**src/rtl/seq_alu_if.sv**
```systemverilog
// Operand, control and result bundle between the switch/button logic and seq_alu.
// The master drives the request side; the slave (the ALU) returns results and flags.
interface seq_alu_if #(
  parameter int N = 4
);
  logic         start;
  logic [N-1:0] firstNum;
  logic [N-1:0] secNum;
  logic [1:0]   operation;
  logic [N-1:0] result;
  logic [6:0]   resultSegment;
  logic         busy;
  logic         done;
  logic         carry;
  logic         negative;
  logic         zero;
  logic         overflow;
  logic         divZero;

  modport master (
    output start, firstNum, secNum, operation,
    input  result, resultSegment, busy, done, carry, negative, zero, overflow, divZero
  );

  modport slave (
    input  start, firstNum, secNum, operation,
    output result, resultSegment, busy, done, carry, negative, zero, overflow, divZero
  );
endinterface

```
**src/rtl/seq_alu.sv**
```systemverilog
// Sequential N-bit ALU: single-edge add/sub, N-cycle restoring divide/modulo,
// registered result and flags, and a seven-segment decode of the low result nibble.
module seq_alu #(
  parameter int N = 4
) (
  input  logic      clk,
  input  logic      rst,
  seq_alu_if.slave  bus
);
  typedef enum logic [1:0] {IDLE, DIVIDE, DONE} state_t;

  localparam logic [1:0]   OP_ADD = 2'b00;
  localparam logic [1:0]   OP_SUB = 2'b01;
  localparam logic [1:0]   OP_DIV = 2'b10;
  localparam logic [N-1:0] ONE       = {{(N-1){1'b0}}, 1'b1};
  localparam logic [N-1:0] LAST_STEP = N[N-1:0] - ONE;

  state_t       state_q, state_d;
  logic [1:0]   op_q, op_d;
  logic [N-1:0] divisor_q, divisor_d;
  logic [N-1:0] quo_q, quo_d;
  logic [N-1:0] rem_q, rem_d;
  logic [N-1:0] cnt_q, cnt_d;
  logic         busy_q, busy_d;
  logic         done_q, done_d;
  logic [N-1:0] result_q, result_d;
  logic         carry_q, carry_d;
  logic         negative_q, negative_d;
  logic         zero_q, zero_d;
  logic         overflow_q, overflow_d;
  logic         div_zero_q, div_zero_d;

  logic [N:0]   sum, diff, shifted, trial;
  logic [N-1:0] rem_step, quo_step;
  logic         trial_ok;
  logic         wr_en, wr_carry, wr_ovf, wr_dz;
  logic [N-1:0] wr_result;
  logic [N-1:0] a, b;

  assign a    = bus.firstNum;
  assign b    = bus.secNum;
  assign sum  = {1'b0, a} + {1'b0, b};
  assign diff = {1'b0, a} - {1'b0, b};

  // Restoring step: shift the next dividend bit into the partial remainder and
  // keep the subtraction only when it does not go negative.
  assign shifted  = {rem_q, quo_q[N-1]};
  assign trial    = shifted - {1'b0, divisor_q};
  assign trial_ok = ~trial[N];
  assign rem_step = trial_ok ? trial[N-1:0] : shifted[N-1:0];
  assign quo_step = {quo_q[N-2:0], trial_ok};

  always_comb begin
    state_d    = state_q;
    op_d       = op_q;
    divisor_d  = divisor_q;
    quo_d      = quo_q;
    rem_d      = rem_q;
    cnt_d      = cnt_q;
    busy_d     = busy_q;
    result_d   = result_q;
    carry_d    = carry_q;
    negative_d = negative_q;
    zero_d     = zero_q;
    overflow_d = overflow_q;
    div_zero_d = div_zero_q;
    wr_en      = 1'b0;
    wr_result  = '0;
    wr_carry   = 1'b0;
    wr_ovf     = 1'b0;
    wr_dz      = 1'b0;

    unique case (state_q)
      IDLE: begin
        if (bus.start) begin
          op_d = bus.operation;
          if (bus.operation == OP_ADD) begin
            wr_en     = 1'b1;
            wr_result = sum[N-1:0];
            wr_carry  = sum[N];
            wr_ovf    = (a[N-1] == b[N-1]) && (sum[N-1] != a[N-1]);
          end else if (bus.operation == OP_SUB) begin
            wr_en     = 1'b1;
            wr_result = diff[N-1:0];
            wr_carry  = diff[N];
            wr_ovf    = (a[N-1] != b[N-1]) && (diff[N-1] != a[N-1]);
          end else if (b == '0) begin
            wr_en     = 1'b1;
            wr_result = (bus.operation == OP_DIV) ? '1 : a;
            wr_dz     = 1'b1;
          end else begin
            divisor_d = b;
            quo_d     = a;
            rem_d     = '0;
            cnt_d     = '0;
            busy_d    = 1'b1;
            state_d   = DIVIDE;
          end
        end
      end
      DIVIDE: begin
        quo_d = quo_step;
        rem_d = rem_step;
        cnt_d = cnt_q + ONE;
        if (cnt_q == LAST_STEP) begin
          wr_en     = 1'b1;
          wr_result = (op_q == OP_DIV) ? quo_step : rem_step;
          busy_d    = 1'b0;
        end
      end
      DONE:    state_d = IDLE;
      default: state_d = IDLE;
    endcase

    // Every completed operation updates result and all flags together.
    if (wr_en) begin
      state_d    = DONE;
      result_d   = wr_result;
      carry_d    = wr_carry;
      overflow_d = wr_ovf;
      div_zero_d = wr_dz;
      negative_d = wr_result[N-1];
      zero_d     = (wr_result == '0);
    end
    done_d = wr_en;
  end

  always_ff @(posedge clk) begin
    if (rst) begin
      state_q    <= IDLE;
      op_q       <= '0;
      divisor_q  <= '0;
      quo_q      <= '0;
      rem_q      <= '0;
      cnt_q      <= '0;
      busy_q     <= 1'b0;
      done_q     <= 1'b0;
      result_q   <= '0;
      carry_q    <= 1'b0;
      negative_q <= 1'b0;
      zero_q     <= 1'b0;
      overflow_q <= 1'b0;
      div_zero_q <= 1'b0;
    end else begin
      state_q    <= state_d;
      op_q       <= op_d;
      divisor_q  <= divisor_d;
      quo_q      <= quo_d;
      rem_q      <= rem_d;
      cnt_q      <= cnt_d;
      busy_q     <= busy_d;
      done_q     <= done_d;
      result_q   <= result_d;
      carry_q    <= carry_d;
      negative_q <= negative_d;
      zero_q     <= zero_d;
      overflow_q <= overflow_d;
      div_zero_q <= div_zero_d;
    end
  end

  // Narrow configurations show the result zero-extended on the display.
  logic [3:0] nibble;
  generate
    if (N >= 4) begin : g_nib_wide
      assign nibble = result_q[3:0];
    end else begin : g_nib_narrow
      assign nibble = {{(4-N){1'b0}}, result_q};
    end
  endgenerate

  logic [6:0] segment;
  always_comb begin
    segment = 7'b1111111;
    unique case (nibble)
      4'h0: segment = 7'b1000000;
      4'h1: segment = 7'b1111001;
      4'h2: segment = 7'b0100100;
      4'h3: segment = 7'b0110000;
      4'h4: segment = 7'b0011001;
      4'h5: segment = 7'b0010010;
      4'h6: segment = 7'b0000010;
      4'h7: segment = 7'b1111000;
      4'h8: segment = 7'b0000000;
      4'h9: segment = 7'b0010000;
      4'hA: segment = 7'b0001000;
      4'hB: segment = 7'b0000011;
      4'hC: segment = 7'b1000110;
      4'hD: segment = 7'b0100001;
      4'hE: segment = 7'b0000110;
      4'hF: segment = 7'b0001110;
      default: segment = 7'b1111111;
    endcase
  end

  assign bus.result        = result_q;
  assign bus.resultSegment = segment;
  assign bus.busy          = busy_q;
  assign bus.done          = done_q;
  assign bus.carry         = carry_q;
  assign bus.negative      = negative_q;
  assign bus.zero          = zero_q;
  assign bus.overflow      = overflow_q;
  assign bus.divZero       = div_zero_q;
endmodule
```
**src/flat_wrapper.sv**
```systemverilog
// flat-port wrapper written by rule: the top's interface ports become plain ports
module seq_alu_flat 
#(
  parameter int N = 4
)
  (clk, rst, bus_start, bus_firstNum, bus_secNum, bus_operation, bus_result, bus_resultSegment, bus_busy, bus_done, bus_carry, bus_negative, bus_zero, bus_overflow, bus_divZero);
  seq_alu_if #(.N(N)) bus_i ();
  input  logic clk;
  input  logic rst;
  input wire logic [$bits(bus_i.start)-1:0] bus_start;
  input wire logic [$bits(bus_i.firstNum)-1:0] bus_firstNum;
  input wire logic [$bits(bus_i.secNum)-1:0] bus_secNum;
  input wire logic [$bits(bus_i.operation)-1:0] bus_operation;
  output wire logic [$bits(bus_i.result)-1:0] bus_result;
  output wire logic [$bits(bus_i.resultSegment)-1:0] bus_resultSegment;
  output wire logic [$bits(bus_i.busy)-1:0] bus_busy;
  output wire logic [$bits(bus_i.done)-1:0] bus_done;
  output wire logic [$bits(bus_i.carry)-1:0] bus_carry;
  output wire logic [$bits(bus_i.negative)-1:0] bus_negative;
  output wire logic [$bits(bus_i.zero)-1:0] bus_zero;
  output wire logic [$bits(bus_i.overflow)-1:0] bus_overflow;
  output wire logic [$bits(bus_i.divZero)-1:0] bus_divZero;
  assign bus_i.start = bus_start;
  assign bus_i.firstNum = bus_firstNum;
  assign bus_i.secNum = bus_secNum;
  assign bus_i.operation = bus_operation;
  assign bus_result = bus_i.result;
  assign bus_resultSegment = bus_i.resultSegment;
  assign bus_busy = bus_i.busy;
  assign bus_done = bus_i.done;
  assign bus_carry = bus_i.carry;
  assign bus_negative = bus_i.negative;
  assign bus_zero = bus_i.zero;
  assign bus_overflow = bus_i.overflow;
  assign bus_divZero = bus_i.divZero;
  seq_alu #(.N(N)) u_core (.clk(clk), .rst(rst), .bus(bus_i));
endmodule
```
**config.mk**
```make
export PLATFORM = sky130hd
export DESIGN_NAME = seq_alu_flat
export DESIGN_NICKNAME = d
export VERILOG_FILES = /design/src/rtl/seq_alu_if.sv /design/src/rtl/seq_alu.sv /design/src/flat_wrapper.sv
export SDC_FILE = /design/constraint.sdc
export NUM_CORES = 1
export LEC_CHECK = 0
export ABC_AREA = 1
export CORE_MARGIN = 1
export CORE_UTILIZATION = 39
export CTS_CLUSTER_SIZE = 16
export DETAILED_ROUTE_END_ITERATION = 10
export MAX_ROUTING_LAYER = met4
export PLACE_DENSITY_LB_ADDON = 0.08
export SYNTH_ARGS = -nofsm -noshare
export SYNTH_HDL_FRONTEND = slang
export SYNTH_SLANG_ARGS = --single-unit
```
**constraint.sdc**
```tcl
create_clock -name clk -period 3.2 [get_ports clk]
set_clock_uncertainty 0.15 [all_clocks]
set_input_delay 0.64 -clock clk [delete_from_list [all_inputs] [get_ports clk]]
set_output_delay 0.64 -clock clk [all_outputs]
set_load 0.02 [all_outputs]
```
==> reports/metrics.sh <==
COREAREA_UM2=6030
SETUP-TNS-FINAL_PS=0
INSERTION_DELAY_PS=280
PRE_CTS_SETUP_SLACK_PS=-104
POSTROUTEANTENNANETS=0
SEQ_AREA_FRAC_SYNTH_PCT=30.0
ANTENNA-DIODE-COUNT=0
SYNTHESIS.AREA_PER_INSTANCE_UM2=6.97
HTREE_LEVELS=2
SLEW_HEADROOM_PCT=76.0
CLKSINKCOUNT=37
REPORT.FINAL.SETUP_VIOL=0
SEQUENTIALPOWERSHARE_PCT=42.0
SYNTH.AREA.TOP_CELLS='dfxtp_1 (30%), nand2_1 (14%), ha_1 (9.6%), nand3_1 (7.5%), inv_1 (6.5%)'
FP.DIEW_UM=81.6
DIEHEIGHT_UM=81.6
COUNT_OF_FLIP_FLOPS_WITH_A_BUILT_IN_ENABLE_AFTER_SYNTHESIS=0
ANTENNA_VIOLATIONS_BEFORE_REPAIR=0
SYNTH.TOP_CELL.AREA_SHARE_PCT=30.0
ROWS=28
VIA_COUNT=2290
LAYOUT_MIN_CYCLE_TIME_PS=3020
CTS.ROOT.BUFFER_CELL='clkbuf_8'
DP_HPWL_UM=4690
GLOBAL_ROUTE.OVERFLOW_TOTAL=0
P_SW_SHARE_PCT=33.3
YOSYS.CELL_TYPES.COUNT=35
TRITONCTS_BUFFERS=5
HP-START='u_core.bus.zero'
PLACED_CELLS=461
YOSYSMOSTFREQUENTCELL='nand2_1'
TIMING.FINAL.MAX_SLEW_VIOLATIONS=0
TRITONCTS_CLOCK_TREE='done'
LAYOUT.NETS=428
TOTAL_POWER_mW=1.21
DRT-VIAS-PER-INSTANCE=4.88
CELL_AREA_AFTER_SYNTHESIS_UM2=2470
FINAL_CRITICAL_PATH_SETUP_SLACK_PS=183
POST_DP_CELL_AREA_UM2=2900
CRIT_PATH_MAX_FANOUT=4
GRT_FIRST_PASS_WIRELENGTH_UM=10100
TOTAL_SWITCHING_POWER_mW=0.404
GRT.TOTAL_USAGE_PCT=20.4
HOLDCRITPATHCLASS='reg2reg'
WL_PER_CELL_UM=12.6
WORSTREG2REGEND='u_core.bus.resultSegment[3]'
FIRST_GLOBAL_VIAS=2183
INTERNAL_POWER_mW=0.808
PORT_BUFFERS=30
ROUTE.DETAILED.DRC=0
COMBINATIONAL_GROUP_SHARE_OF_TOTAL_POWER_PCT=29.6
RUN_STATUS='finished clean'
PATH_CLK_SLEW_PS=80
TOTAL_DIE_AREA_UM2=6650
LAYOUT.CELLS.NON_FILLER=469
CTS-HOLD-FIX-BUFFERS=0
CRIT_TYPE='in2reg'
INITIAL_UTILIZATION_PCT=41.0
SYNTH_LARGEST_AREA_CELL='dfxtp_1'
TIMING.CRITICAL_PATH.REQUIRED_PS=3240
SYNTH_ASYNC_SR_FLOP_SHARE_PCT=0
DRT_FIRST_ITER_VIOLATIONS=91
DETAILEDROUTE.FIRSTPASSITERATIONCOUNT=4
MAPPEDNETLISTNETS=389
ROUTE.FINAL.WIRE_LENGTH_UM=5910
CRITICAL_PATH.ENDPOINT_TYPE='register'
HOLD_END='u_core.bus.zero'
SYNTH_TO_LAYOUT_AREA_GROWTH_PCT=21.4
HOLD_VIOLATIONS=0
WORST-SLEW-PIN-TRANSITION_PS=359
VDD_IR_DROP_MAX_V=0.000229
FINAL_AREA_UM2=3000
POWER.LEAKAGE_nW=1.45
SYNTH.CELLS.MOST_FREQUENT='nand2_1 (89), inv_1 (43), dfxtp_1 (37), nand3_1 (37), nor2_1 (23)'
POSTSYNTH.TOPFLOPCELL='dfxtp_1'
FIN_CRIT_SH_PCT=94.3
TIMING.REG2REG.WORST_PATH_DEPTH=17
POST_ROUTE_CELLS_DRIVE_ABOVE_1_SHARE_PCT=14.5
R2R_START='u_core.quo_q[3]'
HOLDPATHSTAGES=2
SYNTH_CELLS=354
POWER.DENSITY_CELL_AREA_nW_PER_UM2=404
GPL.FINAL_WEIGHTED_CONGESTION=0.882
NUM_IO_PINS=31
ARRIVAL_PS=3050
NUMBER_OF_WARNINGS_PRINTED_DURING_YOSYS_SYNTHESIS=0
SETUP.WORST_PATH.START_CLASS='input port'
CLOCK_TREE_BUF_DEPTH=2
DRV.MAX_CAP_VIOLATION_COUNT=0
R2R_SETUP_SLACK_PS=460
POWER.SHARE.CLOCK_PCT=28.4
SETUP_FIX_BUFS_POST_CTS=0
FMAX_MHz=331
SYNTH-SEQ-CELLS=37
MAXIMUM_NUMBER_OF_PINS_ON_ONE_NET_BEFORE_GLOBAL_ROUTE_REPAIR=17
[how the worst max path moves through the flow]
stage,startpoint,to,slack (ps),depth (start not counted)
floorplan,bus_firstNum[0],u_core.bus.resultSegment[3],520,15
global placement,bus_firstNum[0],u_core.bus.resultSegment[3],-60,16
detailed placement,bus_firstNum[0],u_core.bus.resultSegment[3],-100,16
CTS,bus_firstNum[0],u_core.bus.resultSegment[3],190,16
global route,bus_firstNum[0],u_core.bus.resultSegment[3],-10,16
finish,bus_firstNum[0],u_core.bus.resultSegment[3],180,16
[timing repair]
item | in CTS | in global routing
endpoints found under the hold margin | 0 | 0
resized for setup | 0 | 1
endpoints found under the setup margin | 0 | 1
[power by group through the flow]
stage	Combinational, mW	Clock (mW)	Sequential, mW
after floorplan	0.222	0	0.539
after global placement	0.359	0	0.520
after detailed placement	0.359	0	0.520
after CTS	0.361	0.354	0.509
after global routing	0.406	0.373	0.513
final	0.359	0.344	0.509
[flip-flops by register name, summed over array words and instances (netlist names)]
signal,count
u_core.bus.resultSegment,7
u_core.cnt_q,4
u_core.divisor_q,4
u_core.quo_q,4
u_core.rem_q,4
u_core.bus.result,3
u_core.op_q,2
u_core.state_q,2
u_core.bus.busy,1
u_core.bus.carry,1
u_core.bus.divZero,1
u_core.bus.done,1
u_core.bus.negative,1
u_core.bus.overflow,1
u_core.bus.zero,1
[worst max-delay path, cell delays in order]
cell and delay (ps):
clkdlybuf4s50_1 520, inv_1 60, ha_1 170, inv_1 100, fa_1 400, o21ai_0 160, o21ai_0 100, nand2_1 100
nand3_1 80, nand2_1 80, inv_1 90, ha_1 310, nand3_1 90, nand2_1 60, nand2_1 50, nand2_1 50
[placed cells by master (no fill, tap or decap), types with 2 or more instances in the layout]
cell type        netlist  final
a21oi_1               20     20
nand3_2                6      6
fa_1                   3      3
nor2_2                 2      2
buf_4                  1      9
nand2_1               89     89
o32ai_1                3      3
nand2_2               10     10
a31oi_1                3      3
xor2_1                 2      2
nand3_4                2      2
inv_1                 43     43
nand2_4                2      2
o21ai_1                3      3
nor2_1                23     23
inv_2                 11     11
clkbuf_8               0      6
a22o_1                 2      2
o21ai_0               13     13
clkdlybuf4s50_1        0     30
nor2_4                 3      3
ha_1                  19     18
dfxtp_1               37     37
nand3_1               37     37
nand4_1                3      3
nor3_1                 2      2
[through the flow]
step	hold WS, ps	utilization, %
2_1_floorplan	294	-
3_3_place_gp	297	48.1
3_5_place_dp	294	48.1
4_1_cts	311	49.7
5_1_grt	320	49.7
6_report	306	49.7
[cell type report]
type / count / area (um^2)
clock buffer: 6 / 82.6
clock inverter: 2 / 13.8
fill: 636 / 3030
inverter: 54 / 203
multi-input combinational: 256 / 1500
sequential: 37 / 741
tap: 75 / 93.8
timing repair buffer: 39 / 368
[kinds of logic (layout without fill, tap and decap cells)]
family	count (synthesis)	count (layout)	share of synthesized area, %
DFF	37	37	30.0
AOI/OAI and AO/OA	50	50	12.0
xor gates and xnor gates	2	2	0.710
adders and majority gates	22	22	12.1
buffers and inverters	61	101	9.53
and+or+nand+nor	182	182	35.7
[layer usage]
layer / up-vias / track usage [%] / part of all wire [%]
met5: - / - / 0
met4: 0 / 5.36 / 1.1
met3: 7 / 2.78 / 2.5
met2: 32 / 32.7 / 45
met1: 1033 / 26.8 / 51
li1: 1218 / - / -
Note: power is estimated with default switching activity, not from simulation.
